[config.mk]
export PLATFORM = sky130hd
export DESIGN_NAME = lfsr_period_monitor_flat
export DESIGN_NICKNAME = d
export VERILOG_FILES = /design/src/rtl/lfsr_pkg.sv /design/src/rtl/lfsr_period_monitor_if.sv /design/src/rtl/lfsr_seen_bitmap.sv /design/src/rtl/lfsr_period_monitor.sv /design/src/flat_wrapper.sv
export SDC_FILE = /design/constraint.sdc
export NUM_CORES = 1
export LEC_CHECK = 0
export CAP_MARGIN = 20
export CORE_MARGIN = 5
export CORE_UTILIZATION = 55
export DETAILED_ROUTE_END_ITERATION = 6
export DONT_BUFFER_PORTS = 1
export PLACE_DENSITY = 0.73
export SLEW_MARGIN = 20
export SYNTH_ARGS = -nofsm -noshare
export SYNTH_HDL_FRONTEND = slang
export SYNTH_HIERARCHICAL = 1
export SYNTH_SLANG_ARGS = --single-unit
export TNS_END_PERCENT = 5
[constraint.sdc]
create_clock -name clk -period 2.1 [get_ports clk]
set_input_delay 0.105 -clock clk [delete_from_list [all_inputs] [get_ports clk]]
set_output_delay 0.105 -clock clk [all_outputs]
set_load 0.05 [all_outputs]
[src/rtl/lfsr_pkg.sv]
// -----------------------------------------------------------------------------
// lfsr_pkg
// Shared definitions for the LFSR period monitor: FSM state encoding,
// error codes reported on err_code, and the default lock-up bit pattern.
// No ports (package).
// -----------------------------------------------------------------------------
package lfsr_pkg;

  // FSM state encoding, 3 bits
  localparam logic [2:0] ST_IDLE = 3'd0;
  localparam logic [2:0] ST_ARM  = 3'd1;
  localparam logic [2:0] ST_RUN  = 3'd2;
  localparam logic [2:0] ST_DONE = 3'd3;
  localparam logic [2:0] ST_FAIL = 3'd4;

  // err_code values
  localparam logic [1:0] ERR_NONE   = 2'b00;
  localparam logic [1:0] ERR_LOCK   = 2'b01;
  localparam logic [1:0] ERR_REPEAT = 2'b10;

  // Default lock-up word is all-zero (XOR-tap LFSR); replicated to WIDTH
  // by the user of the package. An XNOR-tap LFSR locks at all-ones instead.
  localparam logic LOCK_BIT_DFLT = 1'b0;

endpackage : lfsr_pkg

[src/rtl/lfsr_period_monitor_if.sv]
// -----------------------------------------------------------------------------
// lfsr_period_monitor_if
// Groups the sample stream and the result signals of the period monitor.
//   master : drives start/valid/data_in, observes results (bench / LFSR side)
//   slave  : the monitor itself
// Signals:
//   start    pulse, clear results and arm capture
//   valid    data_in holds a new LFSR sample
//   data_in  WIDTH-bit LFSR sample
//   busy     monitor in ARM or RUN
//   done     period measured (level, sticky)
//   fail     check aborted (level, sticky)
//   err_code 00 none, 01 lock-up, 10 repeat
//   period   WIDTH+1 bit measured period
//   maximal  done and period == 2^WIDTH-1
// -----------------------------------------------------------------------------
interface lfsr_period_monitor_if #(
  parameter int WIDTH = 4
);
  logic             start;
  logic             valid;
  logic [WIDTH-1:0] data_in;
  logic             busy;
  logic             done;
  logic             fail;
  logic [1:0]       err_code;
  logic [WIDTH:0]   period;
  logic             maximal;

  modport master (
    output start, valid, data_in,
    input  busy, done, fail, err_code, period, maximal
  );

  modport slave (
    input  start, valid, data_in,
    output busy, done, fail, err_code, period, maximal
  );
endinterface : lfsr_period_monitor_if

[src/rtl/lfsr_seen_bitmap.sv]
// -----------------------------------------------------------------------------
// lfsr_seen_bitmap
// One flag per possible LFSR word, recording which words have appeared since
// the last clear.
// Ports:
//   clk        rising-edge clock
//   i_clr      synchronous clear of all flags (wins over i_set)
//   i_set      set flag i_set_idx
//   i_set_idx  index of flag to set
//   i_q_idx    lookup index
//   o_q_hit    flag at i_q_idx (combinational lookup of registered flags)
// -----------------------------------------------------------------------------
module lfsr_seen_bitmap #(
  parameter int WIDTH = 4
) (
  input  logic             clk,
  input  logic             i_clr,
  input  logic             i_set,
  input  logic [WIDTH-1:0] i_set_idx,
  input  logic [WIDTH-1:0] i_q_idx,
  output logic             o_q_hit
);

  logic [(2**WIDTH)-1:0] r_seen;

  always_ff @(posedge clk) begin
    if (i_clr) begin
      r_seen <= '0;
    end else if (i_set) begin
      r_seen[i_set_idx] <= 1'b1;
    end
  end

  assign o_q_hit = r_seen[i_q_idx];

endmodule : lfsr_seen_bitmap

[src/rtl/lfsr_period_monitor.sv]
// -----------------------------------------------------------------------------
// lfsr_period_monitor
// Checks an LFSR output stream: captures the first sample after start as a
// reference and counts samples until it recurs, reporting the period and
// whether it is maximal. Aborts with an error code when the lock-up word
// appears or when a word other than the reference repeats.
// Ports:
//   clk     rising-edge clock
//   reset   synchronous, active-high; returns to IDLE and zeroes all outputs
//   mon_if  slave side of lfsr_period_monitor_if (stream in, results out)
// -----------------------------------------------------------------------------
module lfsr_period_monitor
  import lfsr_pkg::*;
#(
  parameter int             WIDTH    = 4,
  parameter logic [WIDTH-1:0] LOCK_VAL = {WIDTH{LOCK_BIT_DFLT}}
) (
  input  logic                  clk,
  input  logic                  reset,
  lfsr_period_monitor_if.slave  mon_if
);

  localparam logic [WIDTH:0] MAX_PER = {1'b0, {WIDTH{1'b1}}};

  logic [2:0]       r_state;
  logic [2:0]       w_state_nxt;

  logic [WIDTH-1:0] r_ref;
  logic [WIDTH:0]   r_count;
  logic             r_busy;
  logic             r_done;
  logic             r_fail;
  logic [1:0]       r_err;
  logic [WIDTH:0]   r_period;
  logic             r_maximal;

  logic [WIDTH-1:0] w_ref_nxt;
  logic [WIDTH:0]   w_count_nxt;
  logic             w_busy_nxt;
  logic             w_done_nxt;
  logic             w_fail_nxt;
  logic [1:0]       w_err_nxt;
  logic [WIDTH:0]   w_period_nxt;
  logic             w_maximal_nxt;

  logic             w_is_lock;
  logic             w_is_ref;
  logic             w_hit;
  logic             w_set;
  logic             w_clr;

  assign w_is_lock = (mon_if.data_in == LOCK_VAL);
  assign w_is_ref  = (mon_if.data_in == r_ref);
  // start clears the history on the same edge it re-arms the FSM
  assign w_clr     = reset | mon_if.start;

  lfsr_seen_bitmap #(
    .WIDTH (WIDTH)
  ) u_seen (
    .clk       (clk),
    .i_clr     (w_clr),
    .i_set     (w_set),
    .i_set_idx (mon_if.data_in),
    .i_q_idx   (mon_if.data_in),
    .o_q_hit   (w_hit)
  );

  // State register
  always_ff @(posedge clk) begin
    if (reset) begin
      r_state <= ST_IDLE;
    end else begin
      r_state <= w_state_nxt;
    end
  end

  // Next-state logic; start overrides everything, including a same-cycle sample
  always_comb begin
    w_state_nxt = r_state;
    if (mon_if.start) begin
      w_state_nxt = ST_ARM;
    end else if (mon_if.valid) begin
      case (r_state)
        ST_ARM: begin
          w_state_nxt = w_is_lock ? ST_FAIL : ST_RUN;
        end
        ST_RUN: begin
          if (w_is_ref) begin
            w_state_nxt = ST_DONE;
          end else if (w_is_lock || w_hit) begin
            w_state_nxt = ST_FAIL;
          end
        end
        default: w_state_nxt = r_state;
      endcase
    end
  end

  // Output / datapath next values; everything holds unless a sample decides
  always_comb begin
    w_ref_nxt     = r_ref;
    w_count_nxt   = r_count;
    w_done_nxt    = r_done;
    w_fail_nxt    = r_fail;
    w_err_nxt     = r_err;
    w_period_nxt  = r_period;
    w_maximal_nxt = r_maximal;
    w_set         = 1'b0;
    if (mon_if.start) begin
      w_count_nxt   = '0;
      w_done_nxt    = 1'b0;
      w_fail_nxt    = 1'b0;
      w_err_nxt     = ERR_NONE;
      w_period_nxt  = '0;
      w_maximal_nxt = 1'b0;
    end else if (mon_if.valid) begin
      case (r_state)
        ST_ARM: begin
          if (w_is_lock) begin
            w_fail_nxt = 1'b1;
            w_err_nxt  = ERR_LOCK;
          end else begin
            w_ref_nxt   = mon_if.data_in;
            w_set       = 1'b1;
            w_count_nxt = {{WIDTH{1'b0}}, 1'b1};
          end
        end
        ST_RUN: begin
          // Reference match is checked first so a clean full cycle is never
          // misreported as a repeat (the reference is also in the bitmap).
          if (w_is_ref) begin
            w_done_nxt    = 1'b1;
            w_period_nxt  = r_count;
            w_maximal_nxt = (r_count == MAX_PER);
          end else if (w_is_lock) begin
            w_fail_nxt = 1'b1;
            w_err_nxt  = ERR_LOCK;
          end else if (w_hit) begin
            w_fail_nxt = 1'b1;
            w_err_nxt  = ERR_REPEAT;
          end else begin
            w_set       = 1'b1;
            w_count_nxt = r_count + 1'b1;
          end
        end
        default: ;
      endcase
    end
    w_busy_nxt = (w_state_nxt == ST_ARM) || (w_state_nxt == ST_RUN);
  end

  // Output and datapath registers
  always_ff @(posedge clk) begin
    if (reset) begin
      r_ref     <= '0;
      r_count   <= '0;
      r_busy    <= 1'b0;
      r_done    <= 1'b0;
      r_fail    <= 1'b0;
      r_err     <= ERR_NONE;
      r_period  <= '0;
      r_maximal <= 1'b0;
    end else begin
      r_ref     <= w_ref_nxt;
      r_count   <= w_count_nxt;
      r_busy    <= w_busy_nxt;
      r_done    <= w_done_nxt;
      r_fail    <= w_fail_nxt;
      r_err     <= w_err_nxt;
      r_period  <= w_period_nxt;
      r_maximal <= w_maximal_nxt;
    end
  end

  assign mon_if.busy     = r_busy;
  assign mon_if.done     = r_done;
  assign mon_if.fail     = r_fail;
  assign mon_if.err_code = r_err;
  assign mon_if.period   = r_period;
  assign mon_if.maximal  = r_maximal;

endmodule : lfsr_period_monitor

[src/flat_wrapper.sv]
// flat-port wrapper written by rule: the top's interface ports become plain ports
module lfsr_period_monitor_flat import lfsr_pkg::*;
#(
  parameter int             WIDTH    = 4,
  parameter logic [WIDTH-1:0] LOCK_VAL = {WIDTH{LOCK_BIT_DFLT}}
)
  (clk, reset, mon_if_start, mon_if_valid, mon_if_data_in, mon_if_busy, mon_if_done, mon_if_fail, mon_if_err_code, mon_if_period, mon_if_maximal);
  lfsr_period_monitor_if #(.WIDTH(WIDTH)) mon_if_i ();
  input  logic clk;
  input  logic reset;
  input wire logic [$bits(mon_if_i.start)-1:0] mon_if_start;
  input wire logic [$bits(mon_if_i.valid)-1:0] mon_if_valid;
  input wire logic [$bits(mon_if_i.data_in)-1:0] mon_if_data_in;
  output wire logic [$bits(mon_if_i.busy)-1:0] mon_if_busy;
  output wire logic [$bits(mon_if_i.done)-1:0] mon_if_done;
  output wire logic [$bits(mon_if_i.fail)-1:0] mon_if_fail;
  output wire logic [$bits(mon_if_i.err_code)-1:0] mon_if_err_code;
  output wire logic [$bits(mon_if_i.period)-1:0] mon_if_period;
  output wire logic [$bits(mon_if_i.maximal)-1:0] mon_if_maximal;
  assign mon_if_i.start = mon_if_start;
  assign mon_if_i.valid = mon_if_valid;
  assign mon_if_i.data_in = mon_if_data_in;
  assign mon_if_busy = mon_if_i.busy;
  assign mon_if_done = mon_if_i.done;
  assign mon_if_fail = mon_if_i.fail;
  assign mon_if_err_code = mon_if_i.err_code;
  assign mon_if_period = mon_if_i.period;
  assign mon_if_maximal = mon_if_i.maximal;
  lfsr_period_monitor #(.WIDTH(WIDTH), .LOCK_VAL(LOCK_VAL)) u_core (.clk(clk), .reset(reset), .mon_if(mon_if_i));
endmodule
---- After elaboration in Yosys (flattened, before gate mapping) ----
Cells that the tools add are included.
word-level totals
  flip-flop bits (word level) ............. 39
  latch bits .............................. 0
  RAM bits ................................ 0
  bits in read-only memories .............. 0
  input bits .............................. 8
  output and inout bits ................... 11
  logic and storage cells ................. 71
  memories ................................ 0
operators by class
  add/sub/neg operators ................... 1
  multipliers ............................. 0
  div/mod/pow operators ................... 0
  magnitude comparators ................... 2
  eq/ne operators ......................... 12
  shift operators ......................... 0
  muxes and demuxes ....................... 32
  bitwise logic cells ..................... 4
  reductions and logical operators ........ 10
operators by type and width
  operator               number
  $mux W5                4
  $or A16 B16 Y16        1
  $mux W3                5
  $mux W1                12
  $pmux W5 S2            1
  $mux W2                4
  $ne A2 B2 Y1 const B   4
  $eq A3 B1 Y1 const B   2
  $eq A3 B2 Y1 const B   2
  $pmux W3 S2            1
  $reduce_and A6 Y1      1
  $add A5 B1 Y5 const B  1
  $eq A5 B4 Y1 const B   1
  $lt A4 B5 Y1 const B   1
  $reduce_and A5 Y1      1
  $bmux W1 S4            1
  $demux W1 S4           1
  $eq A4 B4 Y1           1
  $ge A4 B1 Y1 const B   1
  $logic_not A4 Y1       1
  $pmux W1 S2            2
  $pmux W2 S2            1
  $reduce_and A4 Y1      1
  $ne A3 B1 Y1 const B   1
  other kinds (8)        10

---- Depth between registers and ports, before layout ----
Gate-level depths: netlist of the first run.
  word-level depth ........................ 10
  gate-level depth with buffers ........... 9
  mapped depth without buffers ............ 9

---- By module ----
Netlist of the first run, hierarchy kept.
by module, submodules not included
  module               instances  cells each  area each (sq um)  sequential area each (sq um)
  lfsr_period_monitor  1          131         1127.3             460.4
  lfsr_seen_bitmap     1          64          655.6              320.3

---- Worst setup path after synthesis of the first run ----
No wires, ideal clock.
  path kind ............................... register to register
  start point ............................. reg u_core.u_seen.r_seen[13]
  end point ............................... reg u_core.u_seen.r_seen[12]
  library setup time ...................... 0.065 ns
  arrival ................................. 2.188 ns
  required time ........................... 2.035 ns
  path slack .............................. -0.154 ns
  cell stages (with the launch flop) ...... 10
  buffers on the path ..................... 0
  period minus slack after synthesis ...... 2.254 ns
  path through ............................ dfxtp_1 -> mux4_1 -> mux2i_1 -> mux2i_1 -> nor3b_2 -> a21oi_1 -> nor3_1 -> nor3b_1 -> a31oi_1 -> nor2_1
on the way
  cells in the longest elaborated chain, start to end .. 8
ends and longest elaborated chain
  item                               RTL line                    source
  from (decl)                        lfsr_seen_bitmap.sv:24      logic [(2**WIDTH)-1:0] r_seen;
  from (signal assigned)             lfsr_seen_bitmap.sv:28      r_seen <= '0;
  from (signal, indexed assignment)  lfsr_seen_bitmap.sv:30      r_seen[i_set_idx] <= 1'b1;
  $bmux W1 S4                        lfsr_seen_bitmap.sv:34      assign o_q_hit = r_seen[i_q_idx];
  $mux W1 (not written as such)      lfsr_seen_bitmap.sv:34
  via u_core.w_hit                   lfsr_period_monitor.sv:48   logic w_hit;
  $mux W1                            lfsr_period_monitor.sv:138  end else if (w_hit) begin
  $mux W1                            lfsr_period_monitor.sv:135  end else if (w_is_lock) begin
  $mux W1                            lfsr_period_monitor.sv:131  if (w_is_ref) begin
  $pmux W1 S2                        lfsr_period_monitor.sv:117  case (r_state)
  $mux W1                            lfsr_period_monitor.sv:116  end else if (mon_if.valid) begin
  $mux W1                            lfsr_period_monitor.sv:109  if (mon_if.start) begin
  via u_core.w_set                   lfsr_period_monitor.sv:49   logic w_set;
The timed path passes the listed nets, and every way through them passes these cells. The select of a mux whose other input is x is not followed.
A chain may end at the register's enable or synchronous reset.

---- Final worst setup path of the first run ----
  start point ............................. reg u_core.u_seen.r_seen[11]
  end point ............................... reg u_core.u_seen.r_seen[12]
Same word-level chain as after synthesis.

==> flow_summary_export.csv, run 1 <==
group,metric,value,unit
outcome,status,"finished, violations left",
outcome,violations,"hold timing, setup timing",
sta,finalCriticalPeriod,2.226,ns
worst_setup_path,cp_max_fo,4,
clocking,cts-root-buf,"clkbuf_4",
floorplan,initial_core_util,57.93,%
floorplan,core_area,0.003078,mm2
logic_synthesis,synth-edff-count,0,
clocking,path_clk_slew,0.11,ns
finish,design_area,0.001998,mm2
sta,final-hold-violation-count,3,
detailed_routing,wl,4.157,mm
logic_synthesis,yosysTopAreaCell,"dfxtp_1",
logic_synthesis,netlist.area_leader.share,43.79,%
placement,dp_slack,-0.2183,ns
detailed_routing,remaining_drc_errors,0,
worst_setup_path,cp.arrival,2.50,ns
logic_synthesis,netlist_area,0.001783,mm2
clocking,htree_levels,2,
power_and_ir_drop,p_total,1.347,mW
floorplan,die_area,0.004480,mm2
detailed_routing,first_pass_iters,4,
finish,seqCellArea,788.3,um2
sta,layout_setup_ws,-0.1260,ns
sta,tns,-1.489,ns
sta,rsz0062_at_grt,"true",
floorplan,die_height,66.94,um
power_and_ir_drop,powerDensity,674.0,mW/mm2
logic_synthesis,ys_warn_count,6,
sta,maxSlewHeadroom,55.62,%
detailed_routing,wire_per_inst,16.56,um
sta,slew_violations,0,
logic_synthesis,synthCells,195,
grt,grt_pass1_vias,1605,
grt,grt_pass1_wl,7.258,mm
hold_path,hold_path.class,"input pin to register",
placement,numPortBuffers,0,
grt,gr-usage-all-layers,21.69,%
finish,multi_input_area,962.2,um2
clocking,clockBufferDepth,2,
finish,fin_cells,251,
detailed_routing,ant_nets,0,
finish,final_util,64.92,%
logic_synthesis,synth_ff_type,"dfxtp_1",
sta,worstMarginPinSlew,0.6616,ns
grt,antenna_found_initial,0,
finish,layout.nets,217,
logic_synthesis,yosysUniqueCellTypes,37,
placement,dpl_cell_area,0.001874,mm2
power_and_ir_drop,p_leak,0.6911,nW
flow_run,maxCapViolCount,0,
detailed_routing,viasPerCell,6.227,
grt,grt_overflow,0,
logic_synthesis,synth_fp_nets,205,
placement,hpwl,2.820,mm
finish,area_delta_synth_final,12.07,%
logic_synthesis,synthArstFlopShare,0,%
sta,period_share,106.0,%
finish,fillers,268,
clocking,cts_tree,"done",
finish,drive_above_1_share,16.43,%
worst_setup_path,critPathCaptureType,"register",
clocking,numClockSinks,39,
logic_synthesis,syn_avg_cell_area,9.143,um2
worst_setup_path,crit_type,"register to register",
power_and_ir_drop,ir_drop,444.1,uV
floorplan,fp.dieW,66.94,um
detailed_routing,vias,1563,
detailed_routing,first_iter_violations,160,
logic_synthesis,yosysMostFrequentCell,"dfxtp_1",
logic_synthesis,synthTopCellsByArea,"dfxtp_1 44%, a21oi_1 7.6%, mux4_1 5.9%, nor2_1 5.3%, mux2i_1 5.1%",
logic_synthesis,yosys-top-cells-count,"39 x dfxtp_1, 27 x a21oi_1, 25 x nor2_1",
worst_setup_path,required,2.37,ns
placement,dp.cells,239,
floorplan,ios,19,
sta,finClkSkew,0.004876,ns
logic_synthesis,ys_seq_area_share,43.79,%
logic_synthesis,synth_seq_cells,39,
grt,grt_start_max_net_pins,24,
clocking,ctsHoldBuffers,5,
worst_setup_path,startpoint_type,"register",
sta,hold-worst-slack,-0.05081,ns
clocking,clk_latency,0.35,ns
placement,gp_congestion,0.8464,
clocking,numCtsBuffers,5,
floorplan,rows,20,
sta,setup_viol,18,
finish,antenna_cells,0,
sta,clock.fmax,449.2,MHz
## per-layer routing
layer	GRT usage, %	share of wire [%]	vias up
li1	-	-	739
met1	22.65	38	750
met2	38.00	53	59
met3	6.577	6.6	15
met4	12.66	3.1	0
met5	0	0	-
## power breakdown
group	total, mW	internal, mW	switching (mW)
registers	0.766	0.748	0.0182
logic	0.105	0.0433	0.0614
clock network	0.476	0.245	0.231
total	1.35	1.04	0.310
## path summary, 6_finish.rpt
path                                               start                  endpoint  slack (ns)  cells past startpoint
worst max-delay path            u_core/u_seen/r_seen[11]  u_core/u_seen/r_seen[12]       -0.13                      9
worst min register to register  u_core/u_seen/r_seen[15]  u_core/u_seen/r_seen[15]        0.48                      2
worst max register to register  u_core/u_seen/r_seen[11]  u_core/u_seen/r_seen[12]       -0.13                      9
worst min-delay path                   mon_if_data_in[0]           u_core/r_ref[0]       -0.05                      2
## worst max-delay path: stages (launching register included)
cell and delay (ns):
dfxtp_1 0.33, mux4_2 0.47, mux2i_1 0.15, mux2i_1 0.12, nor3b_2 0.24, a21oi_1 0.11
nor3_2 0.22, nor3b_4 0.31, a31oi_1 0.11, nor2_1 0.09
## kinds of logic (layout without fill, tap and decap cells)
| group | Yosys count | in the layout | synth area share, % |
|---|---|---|---|
| mux | 13 | 13 | 10.95 |
| flops | 39 | 39 | 43.79 |
| fa+ha+maj | 2 | 2 | 1.403 |
| xor+xnor | 4 | 4 | 1.965 |
| buf+inv | 12 | 24 | 2.526 |
| simple gates | 70 | 70 | 21.26 |
| compound gates | 55 | 55 | 18.11 |
## sequential cells by signal, indices dropped and copies added (netlist names)
name	cells
u_core/u_seen/r_seen	16
u_core/mon_if.period	5
u_core/r_count	5
u_core/r_ref	4
u_core/r_state	3
u_core/mon_if.err_code	2
u_core/mon_if.busy	1
u_core/mon_if.done	1
u_core/mon_if.fail	1
u_core/mon_if.maximal	1
## layout make-up
type                            instances  area share, %
Multi-Input combinational cell        144          48.15
Sequential cell                        39          39.45
Timing Repair Buffer                   12          5.135
Tap cell                               44          2.755
Clock buffer                            6          2.066
Clock inverter                          1          1.503
Inverter                                5         0.9393
## what timing repair did
item                                    4_1_cts  5_1_grt
setup buffers                                 0        0
pin swaps                                     7        5
endpoints found under the setup margin       22       25
hold endpoints to repair                     15        2
resized for setup                            11        3
## placed cells by master, fill, tap and decap left out, types with 6 or more instances in the layout
cell,count
a21oi_1,27
nor2_1,25
dfxtp_2,6
mux2i_1,9
nand3_1,11
o21ai_0,10
a31oi_1,6
dfxtp_1,33
nand2_1,6
buf_4,7
Power figures use the tool's default switching activity.
==> run 2: changes to the inputs <==
- CORE_UTILIZATION: 55 -> 50
- PLACE_DENSITY: 0.73 -> 0.68
==> run 2 against run 1 <==
Net effect: count of clock-buffer cells in the layout down 1; non-clock buffer count up 6; clock power down 21%; cell area up 3.3%; largest power group unchanged; largest cell class unchanged; core utilization down 4.0 points; sequential cell count unchanged; the flow finishes with violations (setup timing); maximum frequency up 2.9%; worst setup slack better by 0.062 ns; global-route usage down 3.3 points; total power down 7.2%.
==> flow_summary_export.csv, run 2 (same netlist as run 1, synthesis figures left out) <==
group,metric,value,unit
detailed_routing,viasPerCell,5.846,
placement,gp_congestion,0.8403,
hold_path,hold_path.class,"input pin to register",
finish,antenna_cells,0,
floorplan,initial_core_util,52.60,%
floorplan,die_area,0.004860,mm2
power_and_ir_drop,p_leak,0.7282,nW
hold_path,worstHoldEndpoint,"u_core/u_seen/r_seen[10]",
detailed_routing,wl,4.054,mm
detailed_routing,ant_nets,0,
finish,largest_reg_flops,16,
hold_path,hold_depth,3,
worst_setup_path,crit_type,"register to register",
placement,hpwl,2.780,mm
finish,area_delta_synth_final,15.72,%
sta,finalCriticalPeriod,2.164,ns
finish,fillers,290,
detailed_routing,first_pass_iters,4,
grt,grt_overflow,0,
clocking,cts-root-buf,"clkbuf_4",
sta,rsz0062_at_grt,"true",
finish,drive_above_1_share,18.69,%
floorplan,ios,19,
worst_setup_path,cp_max_fo,4,
floorplan,fp.dieW,69.72,um
worst_setup_path,slowest_stage,"mux4_2",
finish,layout.nets,223,
clocking,htree_levels,2,
sta,clock.fmax,462.1,MHz
power_and_ir_drop,p_total,1.250,mW
grt,grt_start_max_net_pins,24,
worst_setup_path,reg2reg_depth,9,
sta,period_share,103.0,%
power_and_ir_drop,ir_drop,417.3,uV
worst_setup_path,startpoint_type,"register",
grt,antenna_found_initial,0,
grt,use_met2,31.57,%
detailed_routing,wire_per_inst,15.59,um
worst_setup_path,crit_path_cell_trace,"mux4_2, mux2i_1, mux2i_1, nor3b_2, buf_4, nand3_2, buf_4, o31ai_1, a21oi_1",
sta,finClkSkew,0.01727,ns
placement,dp_slack,-0.2032,ns
finish,regMostFlops,"u_core/u_seen/r_seen",
sta,worstMarginPinSlew,0.6318,ns
clocking,cts_tree,"done",
sta,slew_violations,0,
finish,final_common_cell,"dfxtp_1",
detailed_routing,remaining_drc_errors,0,
clocking,numCtsBuffers,5,
detailed_routing,first_iter_violations,171,
clocking,numClockSinks,39,
worst_setup_path,r2r-start,"u_core/u_seen/r_seen[14]",
finish,final_cell_mix,"35 x dfxtp_1, 26 x a21oi_1, 25 x nor2_1",
grt,top_usage_layer,"met2",
floorplan,rows,21,
sta,layout_setup_ws,-0.06399,ns
worst_setup_path,r2r_setup_slack,-0.06,ns
outcome,violations,"setup timing",
worst_setup_path,cp.arrival,2.40,ns
sta,final-hold-violation-count,0,
detailed_routing,vias,1520,
hold_path,hp-start,"mon_if_data_in[2]",
clocking,clockBufferDepth,2,
placement,numPortBuffers,0,
floorplan,die_height,69.72,um
flow_run,maxCapViolCount,0,
grt,grt_util_met3,5.652,%
clocking,clk_latency,0.35,ns
sta,setup_viol,20,
sta,maxSlewHeadroom,57.53,%
floorplan,core_area,0.003390,mm2
worst_setup_path,critical-path-max-stage-delay,0.45,ns
outcome,status,"finished, violations left",
grt,gr-usage-all-layers,18.35,%
grt,grt_pass1_vias,1576,
grt,grt_pass1_wl,7.334,mm
clocking,path_clk_slew,0.12,ns
worst_setup_path,rr_endpoint,"u_core/r_count[3]",
grt,grt_use_met1,21.15,%
worst_setup_path,required,2.34,ns
worst_setup_path,critPathCaptureType,"register",
sta,hold-worst-slack,0.03393,ns
power_and_ir_drop,powerDensity,605.8,mW/mm2
run 2: worst max-delay path, delay by kind of cell (launching register included):
| kind | cells | cell delay, ns |
|---|---|---|
| multiplexers | 3 | 0.77 |
| AO/OA/AOI/OAI | 2 | 0.32 |
| flip-flops | 1 | 0.34 |
| AND/OR/NAND/NOR | 2 | 0.28 |
| buffers and inverters | 2 | 0.32 |
run 2: per-layer routing:
layer  vias up  part of all wire (%)
met5         -                     0
met4         0                   1.5
met3         6                   5.3
met2        36                    52
met1       729                    42
li1        749                     -
run 2: timing repair:
| item | in CTS | in global routing |
|---|---|---|
| cloned | 0 | 0 |
| pin swaps | 4 | 4 |
| buffers inserted | 3 | 0 |
| setup endpoints to repair | 23 | 26 |
| endpoints found under the hold margin | 13 | 5 |
| gates resized for setup | 9 | 9 |
| hold buffers | 6 | 1 |
run 2: area by class of cell:
| cell class | instances | area (um2) | area share (%) |
|---|---|---|---|
| clock inverter | 3 | 20.02 | 0.9703 |
| tap | 46 | 57.56 | 2.790 |
| inverter | 5 | 18.77 | 0.9096 |
| timing repair buffer | 18 | 160.2 | 7.762 |
| multi-input combinational | 144 | 983.4 | 47.67 |
| clock buffer | 5 | 37.54 | 1.819 |
| sequential | 39 | 785.8 | 38.08 |
run 2: how the worst max path moves through the flow:
stage	slack, ns	to	cells after the start	from
final	-0.06	u_core/r_count[3]	9	u_core/u_seen/r_seen[14]
after detailed placement	-0.20	u_core/u_seen/r_seen[12]	9	u_core/u_seen/r_seen[13]
after floorplan	-0.02	u_core/u_seen/r_seen[12]	9	u_core/u_seen/r_seen[13]
after global placement	-0.08	u_core/u_seen/r_seen[12]	9	u_core/u_seen/r_seen[13]
after global routing	-0.24	u_core/u_seen/r_seen[15]	9	u_core/u_seen/r_seen[7]
after CTS	-0.06	u_core/u_seen/r_seen[0]	9	u_core/u_seen/r_seen[14]
run 2: per-stage QoR:
stage | std cells | setup TNS, ns | cell area, um2 | utilization, %
after floorplan | 195 | -0.02927 | 1793 | -
after detailed placement | 242 | -2.939 | 1884 | 55.59
final | 260 | -0.6760 | 2063 | 60.87
after global placement | 242 | -0.7399 | 1884 | 55.59
after CTS | 259 | -0.7065 | 2034 | 60.02
after global routing | 260 | -3.931 | 2063 | 60.87
run 2: where the power goes:
group,switching (mW),internal [mW],total (mW)
logic,0.0617,0.0468,0.108
clock network,0.248,0.128,0.375
registers,0.0180,0.748,0.766
